--- config.mk ---
export PLATFORM = sky130hd
export DESIGN_NAME = hamming_decodificador
export DESIGN_NICKNAME = d
export VERILOG_FILES = /design/src/rtl/hamming_pkg.sv /design/src/rtl/hamming_sindrome.sv /design/src/rtl/hamming_decodificador.sv
export SDC_FILE = /design/constraint.sdc
export NUM_CORES = 1
export LEC_CHECK = 0
export CORE_UTILIZATION = 51
export DETAILED_ROUTE_END_ITERATION = 10
export PLACE_DENSITY = 0.9
export SLEW_MARGIN = 40
export SYNTH_ARGS = -nofsm -noshare
export SYNTH_HDL_FRONTEND = slang
export SYNTH_SLANG_ARGS = --single-unit
--- constraint.sdc ---
create_clock -name clk -period 2.5 [get_ports clk]
set_input_delay 0.75 -clock clk [delete_from_list [all_inputs] [get_ports clk]]
set_output_delay 0.75 -clock clk [all_outputs]
set_load 0.005 [all_outputs]
--- src/rtl/hamming_pkg.sv ---
// Shared constants and helpers for the Hamming(15,11) decoder slice.
// Positions are 1-based Hamming positions; bit n-1 of a word holds position n.
package hamming_pkg;

  localparam int N = 15;
  localparam int K = 11;
  localparam int R = 4;

  // dado index -> Hamming position (every non-power-of-two position, in order)
  localparam int POS_DADO [K] = '{3, 5, 6, 7, 9, 10, 11, 12, 13, 14, 15};

  // Positions covered by syndrome bit bit_idx: those whose index has that bit set.
  function automatic logic [N-1:0] mascara_sindrome(input int bit_idx);
    logic [N-1:0] m;
    m = '0;
    for (int p = 1; p <= N; p++) begin
      if (((p >> bit_idx) & 1) != 0) m[p-1] = 1'b1;
    end
    return m;
  endfunction

  function automatic logic [K-1:0] extrai_dado(input logic [N-1:0] palavra);
    logic [K-1:0] d;
    for (int k = 0; k < K; k++) begin
      d[k] = palavra[POS_DADO[k]-1];
    end
    return d;
  endfunction

endpackage

--- src/rtl/hamming_sindrome.sv ---
// Combinational syndrome of a 15-bit Hamming codeword (even parity).
// A zero result means the word is consistent.
module hamming_sindrome
  import hamming_pkg::*;
(
  input  logic [N-1:0] palavra,
  output logic [R-1:0] sindrome
);

  for (genvar gi = 0; gi < R; gi++) begin : g_bit
    localparam logic [N-1:0] MASCARA = mascara_sindrome(gi);
    assign sindrome[gi] = ^(palavra & MASCARA);
  end

endmodule

--- src/rtl/hamming_decodificador.sv ---
// Two-stage pipelined Hamming(15,11) single-error corrector with valid/ready
// handshake on both sides and a saturating count of corrected words.
module hamming_decodificador
  import hamming_pkg::*;
#(
  parameter int CONT_W = 16
) (
  input  logic              clk,
  input  logic              rst_n,
  input  logic              entrada_valida,
  output logic              entrada_pronta,
  input  logic [N-1:0]      entrada,
  output logic              saida_valida,
  input  logic              saida_pronta,
  output logic [K-1:0]      dado,
  output logic              corrigido,
  output logic [R-1:0]      sindrome,
  input  logic              limpar_contagem,
  output logic [CONT_W-1:0] contagem_correcoes
);

  logic              pronta2;
  logic [R-1:0]      sind_entrada;
  logic              v1_reg;
  logic [N-1:0]      palavra1_reg;
  logic [R-1:0]      sind1_reg;
  logic              v2_reg;
  logic [K-1:0]      dado2_reg;
  logic              corr2_reg;
  logic [R-1:0]      sind2_reg;
  logic [CONT_W-1:0] contagem_reg;
  logic [N-1:0]      mascara;
  logic [N-1:0]      corrigida;

  hamming_sindrome u_sindrome (
    .palavra  (entrada),
    .sindrome (sind_entrada)
  );

  assign pronta2        = !v2_reg || saida_pronta;
  assign entrada_pronta = !v1_reg || pronta2;

  // One-hot flip mask: the syndrome names the position to invert (0 = none).
  for (genvar gi = 0; gi < N; gi++) begin : g_mascara
    assign mascara[gi] = (sind1_reg == R'(gi + 1));
  end
  assign corrigida = palavra1_reg ^ mascara;

  always_ff @(posedge clk or negedge rst_n) begin
    if (!rst_n) begin
      v1_reg       <= 1'b0;
      palavra1_reg <= '0;
      sind1_reg    <= '0;
    end else if (entrada_pronta) begin
      v1_reg <= entrada_valida;
      if (entrada_valida) begin
        palavra1_reg <= entrada;
        sind1_reg    <= sind_entrada;
      end
    end
  end

  always_ff @(posedge clk or negedge rst_n) begin
    if (!rst_n) begin
      v2_reg    <= 1'b0;
      dado2_reg <= '0;
      corr2_reg <= 1'b0;
      sind2_reg <= '0;
    end else if (pronta2) begin
      v2_reg <= v1_reg;
      if (v1_reg) begin
        dado2_reg <= extrai_dado(corrigida);
        corr2_reg <= (sind1_reg != '0);
        sind2_reg <= sind1_reg;
      end
    end
  end

  // Clear wins over a same-cycle increment; the count sticks at all-ones.
  always_ff @(posedge clk or negedge rst_n) begin
    if (!rst_n) begin
      contagem_reg <= '0;
    end else if (limpar_contagem) begin
      contagem_reg <= '0;
    end else if (v2_reg && saida_pronta && corr2_reg && (contagem_reg != {CONT_W{1'b1}})) begin
      contagem_reg <= contagem_reg + 1'b1;
    end
  end

  assign saida_valida       = v2_reg;
  assign dado               = dado2_reg;
  assign corrigido          = corr2_reg;
  assign sindrome           = sind2_reg;
  assign contagem_correcoes = contagem_reg;

endmodule

==> results.json, run 1 <==
{
  "p_total_w": 0.00211,
  "multi_input_area_um2": 1230,
  "num_vias": 2063,
  "final_hold_viol_count": 0,
  "critPathCaptureType": "output pin",
  "grt_use_met3_pct": 4.58,
  "p_per_area_nw_per_um2": 645,
  "top_usage_layer": "met2",
  "hold_start": "dado[9]",
  "die_width_um": 72.2,
  "critPathKind": "in -> out",
  "cp_max_fo": 3,
  "worstMarginPinSlew_ps": 589,
  "hp-class": "reg -> reg",
  "insertion_delay_ps": 300,
  "drv_cap": 0,
  "skew_ps": 2.55,
  "numCtsBuffers": 5,
  "worstPathArrival_ps": 1660,
  "final_core_util_pct": 69.2,
  "setup_viol": 0,
  "ys_types": 33,
  "initial_core_util_pct": 53.2,
  "wire_per_inst_um": 14.3,
  "num_rows": 25,
  "rsz0062_at_grt": "false",
  "final_cell_mix": "clkdlybuf4s50_1, dfrtp_1, nand2_1, xnor2_1, o21ai_0",
  "hold_buffers": 0,
  "required_ps": 1750,
  "dieArea_um2": 5210,
  "path_cells": "clkdlybuf4s50_1 -> nand3b_1 -> dlygate4sd2_1",
  "ir_drop_mv": 0.481,
  "grt_overflow": 0,
  "hold_depth": 2,
  "cts_max_path_buffers": 2,
  "slew_headroom_pct": 60.7,
  "outcome": "complete, no violations",
  "chipHeight_um": 72.2,
  "startpoint_type": "input pin",
  "power_leakage_nw": 1.26,
  "cts_tree": "done",
  "vias_per_cell": 5.49,
  "grt_first_pass_wirelength_um": 9140,
  "ff_latch_area_um2": 1230,
  "timing.final.crit_period_ps": 2410,
  "reg2reg_slack_ps": 530,
  "yosysSeqAreaShare_pct": 48.8,
  "fillers": 372,
  "r2r-start": "contagem_correcoes[0]",
  "final_common_cell": "clkdlybuf4s50_1",
  "num-nets-final": 330,
  "drive_gt1_share_pct": 12.9,
  "met1_usage_pct": 25.7,
  "grt_start_max_net_pins": 50,
  "area_delta_synth_final_pct": 30.0,
  "maxSlewViolCount": 0,
  "io_pins": 54,
  "place_hpwl_um": 4050,
  "ys_ff_latch": 49,
  "root_buffer": "clkbuf_8",
  "grt_pass1_vias": 2024,
  "first_iter_violations": 99,
  "grt_usage_pct": 22.7,
  "htreeDepth": 2,
  "cts.sinks": 49,
  "cpMaxStageDelayCell": "clkdlybuf4s50_1",
  "timing.rr.end": "contagem_correcoes[12]",
  "largest_reg_flops": 16,
  "cts.reportedPaths.clkPinSlew_ps": 80,
  "synthCells": 247,
  "ys.warnings.count": 0,
  "placed_area_um2": 3180,
  "num_antenna_cells": 0,
  "dr.pass1.iters": 4,
  "gp_congestion": 0.820,
  "fin_crit_sh_pct": 96.2,
  "core_area_um2": 4720,
  "syn-cell-area_um2": 2510,
  "drtAntennaViolNets": 0,
  "antenna_found_initial": 0,
  "wl_um": 5380,
  "critical_path.max_stage_delay_ps": 430,
  "portBuffers": 53,
  "holdPathEnd": "dado[9]",
  "design_area_um2": 3270,
  "ff2ff_path_depth": 5,
  "synth_fp_nets": 268,
  "syn_avg_cell_area_um2": 10.2,
  "drc": 0,
  "use_met2_pct": 43.3,
  "fmax_ghz": 0.416
}
## report_power, final
part	switching [W]	internal (W)	total (W)
registers	0.000127	0.000931	0.00106
logic	0.000233	0.000357	0.000590
clock network	0.000240	0.000220	0.000459
## layout make-up
| class | instances | area share (%) |
|---|---|---|
| Sequential cell | 49 | 37.5 |
| Tap cell | 67 | 2.57 |
| Timing Repair Buffer | 64 | 19.0 |
| Clock buffer | 7 | 2.64 |
| Multi-Input combinational cell | 184 | 37.7 |
| Inverter | 5 | 0.574 |
## cell families after synthesis
kind of cell,after synthesis,share of synthesized area (%)
muxes,17,7.57
adders and majority gates,1,0.498
DFF,49,48.8
AOI/OAI and AO/OA,42,9.36
xor gates and xnor gates,33,11.5
and+or+nand+nor,91,20.1
buffers and inverters,14,2.14
## per-stage QoR
step | hold WS (ps) | worst slack, ps | TNS (ps) | cells
after floorplan | 454 | 458 | 0 | 247
after global placement | 464 | -125 | -186 | 369
after detailed placement | 474 | -140 | -365 | 369
after CTS | 493 | 86.2 | 0 | 376
after global routing | 522 | 39.5 | 0 | 376
final | 490 | 94.2 | 0 | 376
## timing repair
item / CTS / global route
setup endpoints to repair: 1 / 0
resized for setup: 1 / 0
setup buffers: 0 / 0
## synthesized netlist by cell type, drive strengths merged
| cell | n | area, µm² |
|---|---|---|
| nand4 | 7 | 50.1 |
| nand2 | 23 | 86.3 |
| nor3b | 1 | 7.51 |
| buf | 2 | 8.75 |
| nor2 | 7 | 26.3 |
| or2 | 4 | 25.0 |
| nand3b | 1 | 7.51 |
| nand3 | 9 | 45.0 |
| o21ai | 20 | 100 |
| or4 | 7 | 52.6 |
| nor4 | 5 | 37.5 |
| and3 | 2 | 12.5 |
| or3 | 4 | 25.0 |
| and4 | 2 | 17.5 |
| ha | 1 | 12.5 |
| inv | 5 | 18.8 |
| nand2b | 9 | 56.3 |
| a21oi | 11 | 55.1 |
| a21o | 2 | 15.0 |
| xor2 | 11 | 96.3 |
| mux2 | 16 | 180 |
| nor2b | 1 | 6.26 |
| nor3 | 8 | 40.0 |
| and4b | 1 | 10.0 |
| clkbuf | 7 | 26.3 |
| xnor2 | 22 | 193 |
| a31oi | 2 | 12.5 |
| mux2i | 1 | 10.0 |
| dfrtp | 49 | 1230 |
| o31ai | 7 | 52.6 |
## worst max-delay path by stage
stage                             end          from  depth (start not counted)  slack, ps
2_1_floorplan  contagem_correcoes[12]  saida_pronta                          5        460
3_3_place_gp           entrada_pronta  saida_pronta                          3       -130
3_5_place_dp           entrada_pronta  saida_pronta                          3       -140
4_1_cts                entrada_pronta  saida_pronta                          3         90
5_1_grt                entrada_pronta  saida_pronta                          3         40
6_report               entrada_pronta  saida_pronta                          3         90
## layer usage
layer  wire length (µm)  part of all wire (%)  up-vias
li1                   -                     -      999
met1               2140                    40      996
met2               2960                    55       63
met3                249                   4.6        5
met4                 31                  0.58        0
met5                  0                     0        -
## critical path: cells and delay by family
family,cells,cell delay [ps]
buffers and inverters,2,710
AND/OR/NAND/NOR,1,200
(Power assumes the default switching activity.)
==> run 2, diff against run 1 <==
- CORE_UTILIZATION: 51 -> 31
- PLACE_DENSITY: 0.9 -> 0.63
==> run 2 against run 1 <==
  * Non-clock buffer count increased by 1
  * Worst setup slack got worse by 20 ps
  * Die area increased by 63%
  * Largest cell class unchanged
  * Utilization decreased by 26 points
==> results.json, run 2 (synthesized netlist as in run 1, its figures left out) <==
{
  "dieArea_um2": 8470,
  "antenna_found_initial": 0,
  "num_antenna_cells": 0,
  "insertion_delay_ps": 310,
  "place_hpwl_um": 4190,
  "power_leakage_nw": 1.27,
  "grt_pass1_vias": 2022,
  "hold_buffers": 0,
  "grt_usage_pct": 14.1,
  "area_delta_synth_final_pct": 32.5,
  "drv_cap": 0,
  "portBuffers": 53,
  "chipHeight_um": 92.0,
  "root_buffer": "clkbuf_8",
  "die_width_um": 92.0,
  "design_area_um2": 3330,
  "num_rows": 32,
  "fmax_ghz": 0.412,
  "ir_drop_mv": 0.233,
  "startpoint_type": "input pin",
  "num-nets-final": 331,
  "initial_core_util_pct": 32.3,
  "worstPathArrival_ps": 1680,
  "critPathKind": "in -> out",
  "setup_tns_ps": 0,
  "slew_headroom_pct": 68.3,
  "whs_ps": 383,
  "final_hold_viol_count": 0,
  "num_vias": 2021,
  "core_area_um2": 7770,
  "grt_overflow": 0,
  "numPlacedInstances": 405,
  "instances_no_fill": 413,
  "drtAntennaViolNets": 0,
  "final_common_cell": "clkdlybuf4s50_1",
  "cts_max_path_buffers": 2,
  "drc": 0,
  "maxSlewViolCount": 0,
  "critPathCaptureType": "output pin",
  "hp-class": "in -> async",
  "wl_um": 5450,
  "io_pins": 54,
  "final_cell_mix": "clkdlybuf4s50_1, dfrtp_1, nand2_1, xnor2_1, o21ai_0",
  "ff2ff_path_depth": 5,
  "skew_ps": 15.4,
  "first_iter_violations": 87,
  "timing.final.crit_period_ps": 2430,
  "worstMarginPinSlew_ps": 475,
  "grt_first_pass_wirelength_um": 9450,
  "drive_gt1_share_pct": 13.8,
  "setup_viol": 0,
  "cts_tree": "done",
  "cts.reportedPaths.clkPinSlew_ps": 100,
  "p_per_area_nw_per_um2": 641,
  "final_core_util_pct": 42.8,
  "grt_start_max_net_pins": 23,
  "htreeDepth": 2,
  "rsz0062_at_grt": "false",
  "gp_congestion": 0.816,
  "wire_per_inst_um": 13.2,
  "largest_reg_flops": 16,
  "vias_per_cell": 4.89,
  "required_ps": 1750,
  "cts.sinks": 49,
  "cp_max_fo": 4,
  "placed_area_um2": 3230,
  "dr.pass1.iters": 4,
  "outcome": "complete, no violations",
  "numCtsBuffers": 5,
  "fin_crit_sh_pct": 97.0
}
run 2: cell types whose count changed in the layout (fill, tap and decap cells not counted):
| cell | before | now |
|---|---|---|
| clkinv_2 | 0 | 1 |
| clkinv_4 | 0 | 1 |
| buf_4 | 10 | 11 |
| clkbuf_1 | 1 | 0 |
run 2: critical path: stages:
cell and delay, ps:
clkdlybuf4s50_1 450, nand3b_1 200, dlygate4sd2_1 280
run 2: timing repair:
item | CTS | global route
setup endpoints to repair | 1 | 0
resized for setup | 1 | 0
setup buffers | 0 | 0
run 2: per-layer routing:
layer	vias up	wire length, µm	track usage, %
met4	0	61	3.91
met3	6	229	3.15
met5	-	0	0
li1	1009	-	-
met2	51	2640	23.9
met1	955	2530	18.1
run 2: metrics by stage:
step,power [W],worst slack (ps)
5_1_grt,0.00227,33.6
3_3_place_gp,0.00166,-144
6_report,0.00213,74.0
4_1_cts,0.00217,68.7
3_5_place_dp,0.00167,-164
2_1_floorplan,0.00133,458
run 2: worst paths after layout:
| check | from | to | slack (ps) |
|---|---|---|---|
| max in group asynchronous | rst_n | sindrome[2] | 1500 |
| worst max register to register | contagem_correcoes[0] | contagem_correcoes[12] | 500 |
| worst min-delay path | rst_n | contagem_correcoes[5] | 380 |
| worst max-delay path | saida_pronta | entrada_pronta | 70 |
| worst min register to register | v1_reg | saida_valida | 480 |
| min in group clk | v1_reg | saida_valida | 480 |
run 2: power by group:
| part | leakage [nW] | switching [W] | internal [W] |
|---|---|---|---|
| clock | 0.0512 | 0.000270 | 0.000225 |
| combinational | 0.605 | 0.000222 | 0.000358 |
| sequential | 0.617 | 0.000126 | 0.000931 |
run 2: cell type report:
| type | count | area (µm²) |
|---|---|---|
| fill | 800 | 4440 |
| inverter | 5 | 18.8 |
| multi-input combinational | 184 | 1230 |
| timing repair buffer | 65 | 627 |
| sequential | 49 | 1230 |
| clock inverter | 2 | 13.8 |
| tap | 102 | 128 |
| clock buffer | 6 | 82.6 |
